**src/rtl/extra_slot_arbiter.sv**
```systemverilog
// extra_slot_arbiter
//   Dynamic arbiter for the extra bus cycle (busCycle == 2'b10) of the
//   interleaved RAM schedule. Four requesters share the slot: audio, internal
//   floppy, external floppy and SCSI DMA read. Audio has bounded-wait
//   priority; the other three rotate round-robin.
//
//   Ports:
//     clk, _reset            system clock, synchronous active-low reset
//     clk8_en_p, busCycle    bus phase enable and 4-slot cycle index
//     sndReq/sndAddr         audio request and word address
//     dskReqInt/...AddrInt   internal floppy request and image offset
//     dskReqExt/...AddrExt   external floppy request and image offset
//     scsiReq/scsiAddr       SCSI DMA read request and address
//     extraAddr, extraRamOE  registered address / read enable for the slot
//     *ReadAck               registered one-hot grants, level for the slot
//     statGrant              {idle, scsi, dskExt, dskInt, snd} 16-bit
//                            saturating counters, only with the
//                            EXTRA_SLOT_STATS_EN macro defined
module extra_slot_arbiter #(
  parameter logic [21:0] DSK_INT_BASE   = 22'h100000,
  parameter logic [21:0] DSK_EXT_BASE   = 22'h200000,
  parameter logic [21:0] SCSI_BASE      = 22'h000000,
  parameter logic [1:0]  AUDIO_MAX_WAIT = 2'd2
) (
  input  logic        clk,
  input  logic        _reset,
  input  logic        clk8_en_p,
  input  logic [1:0]  busCycle,
  input  logic        sndReq,
  input  logic [21:0] sndAddr,
  input  logic        dskReqInt,
  input  logic [21:0] dskReadAddrInt,
  input  logic        dskReqExt,
  input  logic [21:0] dskReadAddrExt,
  input  logic        scsiReq,
  input  logic [21:0] scsiAddr,
  output logic [21:0] extraAddr,
  output logic        extraRamOE,
  output logic        sndReadAck,
  output logic        dskReadAckInt,
  output logic        dskReadAckExt,
  output logic        scsiReadAck
`ifdef EXTRA_SLOT_STATS_EN
  ,
  output logic [79:0] statGrant
`endif
);

  typedef enum logic [1:0] {
    RR_INT  = 2'd0,
    RR_EXT  = 2'd1,
    RR_SCSI = 2'd2
  } rr_ptr_t;

  rr_ptr_t     ptr_q, ptr_d;
  logic [1:0]  wait_q, wait_d;
  logic [3:0]  ack_q, ack_d;   // {scsi, dskExt, dskInt, snd}
  logic        oe_q, oe_d;
  logic [21:0] addr_q, addr_d;

  logic        decide, slot_end;
  logic [2:0]  rr_req, rr_win;  // {scsi, dskExt, dskInt}
  logic        rr_found, snd_win;
  logic [2:0]  idx_sum;

  always_comb begin
    decide   = clk8_en_p && (busCycle == 2'b01);
    slot_end = clk8_en_p && (busCycle == 2'b10);
    rr_req   = {scsiReq, dskReqExt, dskReqInt};
    snd_win  = sndReq && ((wait_q >= AUDIO_MAX_WAIT) || (rr_req == '0));

    // Scan the three rotating requesters starting at the pointer (mod 3).
    rr_win   = '0;
    rr_found = 1'b0;
    idx_sum  = '0;
    for (int unsigned i = 0; i < 3; i++) begin
      idx_sum = {1'b0, ptr_q} + 3'(i);
      if (idx_sum >= 3'd3) idx_sum = idx_sum - 3'd3;
      if (!rr_found && rr_req[idx_sum[1:0]]) begin
        rr_win[idx_sum[1:0]] = 1'b1;
        rr_found             = 1'b1;
      end
    end

    ptr_d  = ptr_q;
    wait_d = wait_q;
    ack_d  = ack_q;
    oe_d   = oe_q;
    addr_d = addr_q;

    if (slot_end) begin
      ack_d = '0;
      oe_d  = 1'b0;
    end

    if (decide) begin
      ack_d = '0;
      oe_d  = 1'b0;
      if (snd_win) begin
        ack_d  = 4'b0001;
        oe_d   = 1'b1;
        addr_d = sndAddr;
        wait_d = '0;
      end else begin
        // Idle slot keeps the previous address.
        if (rr_win[0]) begin
          ack_d  = 4'b0010;
          oe_d   = 1'b1;
          addr_d = dskReadAddrInt + DSK_INT_BASE;
          ptr_d  = RR_EXT;
        end else if (rr_win[1]) begin
          ack_d  = 4'b0100;
          oe_d   = 1'b1;
          addr_d = dskReadAddrExt + DSK_EXT_BASE;
          ptr_d  = RR_SCSI;
        end else if (rr_win[2]) begin
          ack_d  = 4'b1000;
          oe_d   = 1'b1;
          addr_d = scsiAddr + SCSI_BASE;
          ptr_d  = RR_INT;
        end
        if (!sndReq)                       wait_d = '0;
        else if (wait_q < AUDIO_MAX_WAIT)  wait_d = wait_q + 2'd1;
      end
    end
  end

  always_ff @(posedge clk) begin
    if (!_reset) begin
      ptr_q  <= RR_INT;
      wait_q <= '0;
      ack_q  <= '0;
      oe_q   <= 1'b0;
      addr_q <= '0;
    end else begin
      ptr_q  <= ptr_d;
      wait_q <= wait_d;
      ack_q  <= ack_d;
      oe_q   <= oe_d;
      addr_q <= addr_d;
    end
  end

  assign sndReadAck    = ack_q[0];
  assign dskReadAckInt = ack_q[1];
  assign dskReadAckExt = ack_q[2];
  assign scsiReadAck   = ack_q[3];
  assign extraRamOE    = oe_q;
  assign extraAddr     = addr_q;

`ifdef EXTRA_SLOT_STATS_EN
  logic [15:0] cnt_q [5];  // snd, dskInt, dskExt, scsi, idle
  logic [4:0]  stat_hit;

  always_comb begin
    stat_hit = '0;
    if (decide) stat_hit = {(ack_d == '0), ack_d};
  end

  always_ff @(posedge clk) begin
    for (int unsigned k = 0; k < 5; k++) begin
      if (!_reset)                             cnt_q[k] <= '0;
      else if (stat_hit[k] && (cnt_q[k] != '1)) cnt_q[k] <= cnt_q[k] + 16'd1;
    end
  end

  assign statGrant = {cnt_q[4], cnt_q[3], cnt_q[2], cnt_q[1], cnt_q[0]};
`endif

endmodule

```
**config.mk**
```make
export PLATFORM = sky130hd
export DESIGN_NAME = extra_slot_arbiter
export DESIGN_NICKNAME = d
export VERILOG_FILES = /design/src/rtl/extra_slot_arbiter.sv
export SDC_FILE = /design/constraint.sdc
export NUM_CORES = 1
export LEC_CHECK = 0
export ABC_CLOCK_PERIOD_IN_PS = 6300
export BUFFER_PORTS_ARGS = -buffer_cell sky130_fd_sc_hd__buf_2
export CORE_ASPECT_RATIO = 1.1
export CORE_MARGIN = 4
export CORE_UTILIZATION = 29
export CTS_CLUSTER_DIAMETER = 120
export DETAILED_ROUTE_END_ITERATION = 12
export PLACE_DENSITY = 0.53
export RECOVER_POWER = 100
export SLEW_MARGIN = 15
export SYNTH_ARGS = -nofsm -noshare
export SYNTH_HDL_FRONTEND = slang
export SYNTH_SLANG_ARGS = --single-unit
export TNS_END_PERCENT = 5
```
**constraint.sdc**
```tcl
create_clock -name clk -period 6.3 [get_ports clk]
set_clock_uncertainty 0.2 [all_clocks]
set_input_delay 0.945 -clock clk [delete_from_list [all_inputs] [get_ports clk]]
set_output_delay 0.945 -clock clk [all_outputs]
set_load 0.02 [all_outputs]
```
# After elaboration in Yosys (flattened, before gate mapping)
# Index checks and enable logic that the tools add are counted.
# totals
ff_bits	31
in_bits	97
elab_cells	90
out_inout_bits	27
# op_classes
order_cmp	11
n_bitwise	3
eq_ne	3
muxes	42
addsub	8
reduce_logical	18
# op_table
op	count
22-bit 2-to-1 mux	4
4-bit 2-to-1 mux	6
22-bit by 21-bit adder with 22-bit output, second input constant	1
22-bit adder, second input constant	1
2-bit 2-to-1 mux	9
1-bit 2-to-1 mux	14
2-bit by 3-bit < comparator with 1-bit output, second input constant	3
3-bit 2-to-1 mux	3
1-bit logical AND	8
1-bit binary-select mux with 2-bit select	3
1-bit demux with 2-bit select	3
2-bit by 1-bit greater-or-equal comparator with 1-bit output, second input constant	3
3-bit by 2-bit greater-or-equal comparator with 1-bit output, second input constant	2
3-bit bitwise OR	2
2-bit subtractor, second input constant	3
2-bit greater-or-equal comparator, second input constant	2
2-bit AND reduction	2
4-bit nonzero test	1
2-bit by 1-bit adder with 3-bit output, second input constant	1
2-bit by 2-bit adder with 3-bit output, second input constant	1
3-bit zero test	1
3-bit by 1-bit != test with 1-bit output, second input constant	1
3-bit AND reduction	1
3-bit nonzero test	1
8 further kinds	9

# Longest topological paths before layout
# depth
word_depth	16
mapped_depth	10
mapped_depth_nobuf	8

# Least setup slack after synthesis
# Ideal clock, no wire load.
# synth_path
path_type	input -> register
start	input port scsiReq
end	register addr_q[21], in the netlist extraAddr[21]
required_time_ns	5.980
n_path_buf	1
setup_slack_ns	3.648
stages	7
arrival_time_ns	2.332
cell_sequence	mux2_1 -> o2111a_1 -> a2111oi_4 -> buf_2 -> o21a_1 -> a21oi_1 -> o31a_1
# synth_via
elab_chain_cells	12
word_cells_on_any_way	25
cone_classes	mux: 14; bitwise: 2; reduce/logical: 9
# synth_lines
element	line	source
start: declaration	35	input logic scsiReq,
1-bit binary-select mux with 2-bit select	79	if (!rr_found && rr_req[idx_sum[1:0]]) begin
1-bit 2-to-1 mux (implied by the code)	79	
1-bit 2-to-1 mux	79	
1-bit zero test	79	
1-bit logical AND	79	
1-bit 2-to-1 mux	79	
1-bit zero test	79	
1-bit logical AND	79	
3-bit 2-to-1 mux	79	
22-bit 2-to-1 mux	111	end else if (rr_win[1]) begin
22-bit 2-to-1 mux	106	if (rr_win[0]) begin
22-bit 2-to-1 mux	99	if (snd_win) begin
end signal: assignment	140	addr_q <= addr_d;
end: declaration	59	logic [21:0] addr_q, addr_d;
# Several ways; a longest one is shown, not always the timed one. The select of a mux whose other input is x is not followed.
# A chain may end at the register's enable or synchronous reset.

# Worst setup path in the final report
# layout_path
start	input port dskReqExt
end	register addr_q[11], in the netlist extraAddr[11]
# layout_via
elab_chain_cells	12
word_cells_on_any_way	25
cone_classes	mux: 14; bitwise: 2; reduce/logical: 9
# layout_lines
element	line	source
start: declaration	33	input logic dskReqExt,
1-bit binary-select mux with 2-bit select	79	
1-bit 2-to-1 mux (implied by the code)	79	
1-bit 2-to-1 mux	79	
1-bit zero test	79	
1-bit logical AND	79	
1-bit 2-to-1 mux	79	
1-bit zero test	79	
1-bit logical AND	79	
3-bit 2-to-1 mux	79	
22-bit 2-to-1 mux	111	
22-bit 2-to-1 mux	106	
22-bit 2-to-1 mux	99	
# Several ways; a longest one is shown, not always the timed one. The select of a mux whose other input is x is not followed.

==> impl_metrics.py <==
metrics = {
    "placement": {
        "place.gp.congestion": 0.869,
        "dpl-instance-area_um2": 2930,
        "port_buffers": 123,
        "dp_slack_ns": 1.89,
        "hpwl_um": 5800,
    },
    "floorplan": {
        "die_area_um2": 9320,
        "core_area_um2": 7560,
        "num_rows": 33,
        "io_pins": 124,
        "die_h_um": 101,
        "start_util": 0.301,
        "die_w_um": 92.4,
    },
    "critical_path": {
        "reg2reg_from": "ptr_q[1]",
        "crit_fanout": 25,
        "endpoint_kind": "register",
        "startpoint_type": "input port",
        "critPathLaunch": "dskReqExt",
        "r2r-end": "extraAddr[11]",
        "worstPathRequired_ns": 6.30,
        "r2r_cells": 8,
        "criticalPathCategory": "input port to register",
        "r2r_setup_slack_ns": 1.92,
        "worst_ep_arrival_time_ns": 4.49,
    },
    "clock_network": {
        "cts_tree": "yes",
        "cts_root_buffer": "clkbuf_8",
        "cts_buffer_depth": 2,
        "cts_resized": 0,
        "clk_pin_slew_ns": 0.07,
        "cts_inserted_buffers": 5,
        "post_cts_buffers": 0,
        "clk-insertion-delay-late_ns": 0.28,
        "cts_htree_levels": 2,
        "holdBufCountCts": 0,
        "cts.sinks": 31,
    },
    "sta": {
        "whs_ns": 0.263,
        "hold_viol_final": 0,
        "fin_ws_ns": 1.81,
        "finalSetupViolCount": 0,
        "min_period_ns": 4.49,
        "relSlewSlack": 0.238,
        "finalSetupTns_ns": 0,
        "min_period_over_period": 0.712,
        "slew_viol_final": 0,
        "rsz0062_at_grt": "false",
        "worst_pin_slew_ns": 1.14,
        "clock.fmax_mhz": 223,
    },
    "cells_and_area": {
        "syn2layout_area_growth_pct": 30.9,
        "ff_latch_area_um2": 621,
        "final_common_cell": "buf_2",
        "final_cell_mix": "buf_2, nand2_1, nor2_1",
        "final_util": 0.394,
        "multi_input_area_um2": 1520,
        "n_fill_cell": 872,
        "diodes": 0,
        "fin_area_um2": 2980,
        "drive_gt1_frac": 0.253,
        "nNetsFinal": 541,
    },
    "routing": {
        "ant_nets": 0,
        "dr.pass1.iters": 4,
        "drc_errors": 0,
        "wire_per_inst_um": 14.7,
        "drt-initial-drc-count": 99,
        "num_vias": 2724,
        "wl_um": 7990,
        "vias_per_cell": 5.01,
    },
    "worst_hold_path": {
        "whs_endpoint": "extraRamOE",
        "min_from": "extraRamOE",
        "whs_path_depth": 2,
        "hold_path_class": "register to register",
    },
    "global_route": {
        "grt_overflow": 0,
        "antenna_found_initial": 0,
        "grt_util_all_layers": 0.170,
        "grt_pass1_vias": 2679,
        "grt_pass1_wl_um": 12700,
        "grt_max_degree": 50,
    },
    "power_and_ir_drop": {
        "p_leak_nw": 1.22,
        "ir_worst_vdd_uv": 95.0,
        "power_density_nw_per_um2": 182,
    },
    "synthesis": {
        "synth_nets": 433,
        "ys.flop_type": "dfxtp_1",
        "ys_async_sr_fraction": 0,
        "ys_ff_latch": 31,
        "syn_inst": 331,
        "syn_avg_cell_area_um2": 6.87,
        "yosys.cell_types.count": 49,
        "ys_seq_area_frac": 0.273,
        "synth_edf_count": 0,
        "synth_area_um2": 2270,
        "yosysWarnings": 0,
    },
    "job": {
        "maxCapViolations": 0,
    },
    "status": {
        "status": "completed",
    },
}
==> logic make-up after synthesis <==
| family | Yosys count | share of synthesized area |
|---|---|---|
| and+or+nand+nor | 148 | 0.277 |
| adders and majority gates | 5 | 0.0275 |
| muxes | 5 | 0.0286 |
| buffers and inverters | 30 | 0.0616 |
| xor gates and xnor gates | 2 | 0.00771 |
| DFF | 31 | 0.273 |
| AOI/OAI and AO/OA | 110 | 0.324 |
==> worst max path at each step <==
| stage | end | depth (start not counted) |
|---|---|---|
| after floorplan | extraAddr[21] | 7 |
| after global placement | extraAddr[2] | 7 |
| after detailed placement | extraAddr[11] | 7 |
| after CTS | extraAddr[2] | 8 |
| after global routing | extraAddr[2] | 7 |
| final | extraAddr[11] | 7 |
==> Yosys cell counts, types with 2 or more instances <==
library cell,instances,share of area
a21oi_1,8,0.018
a31o_1,19,0.073
a31oi_1,21,0.058
and2_1,2,0.0055
buf_2,4,0.0088
buf_4,2,0.0066
buf_6,2,0.0099
clkbuf_1,15,0.025
dfxtp_1,31,0.27
ha_1,5,0.028
inv_1,7,0.012
mux2i_1,2,0.0088
nand2_1,74,0.12
nand2b_1,2,0.0055
nand3b_1,2,0.0066
nor2_1,50,0.083
nor2b_1,4,0.011
nor3_1,4,0.0088
o21ai_0,41,0.090
o21ai_1,3,0.0066
o22ai_1,2,0.0055
o31a_1,3,0.012
xor2_1,2,0.0077
==> through the flow <==
step,power [W],std cells
2_1_floorplan,0.000328,331
3_3_place_gp,0.000388,537
3_5_place_dp,0.000390,537
4_1_cts,0.000547,544
5_1_grt,0.000575,544
6_report,0.000541,544
==> critical path, stage by stage <==
cell and delay, ns:
clkbuf_1 0.24, mux2i_1 0.24, mux2_1 0.39, o22ai_4 0.59, nand4_1 0.89, and2_0 0.84, a31oi_1 0.33
==> power by group <==
| group | switching [W] | internal [W] | total, W | leakage, nW |
|---|---|---|---|---|
| logic | 0.000102 | 0.0000699 | 0.000172 | 0.925 |
| registers | 0.00000616 | 0.000205 | 0.000211 | 0.252 |
| clock network | 0.0000722 | 0.0000856 | 0.000158 | 0.0470 |
| total | 0.000180 | 0.000360 | 0.000541 | 1.22 |
==> state kept, by name, indices dropped and copies added, names as in the netlist <==
register    count
extraAddr      22
ack_q           4
ptr_q           2
wait_q          2
extraRamOE      1
==> metal layers <==
layer / global-route usage / vias up / wire length, um
li1: - / 1384 / -
met3: 0.0411 / 10 / 424
met5: 0 / - / 0
met2: 0.289 / 80 / 3930
met1: 0.211 / 1250 / 3510
met4: 0.0526 / 0 / 119
==> layout make-up <==
class,count,area share
flip-flops and latches,31,0.209
repair buffers,124,0.198
well taps,105,0.0442
inverters,7,0.00883
multi-input cells,270,0.511
clock buffers,6,0.0278
clock inverters,1,0.00168
Note: power is estimated with default switching activity, not from simulation.
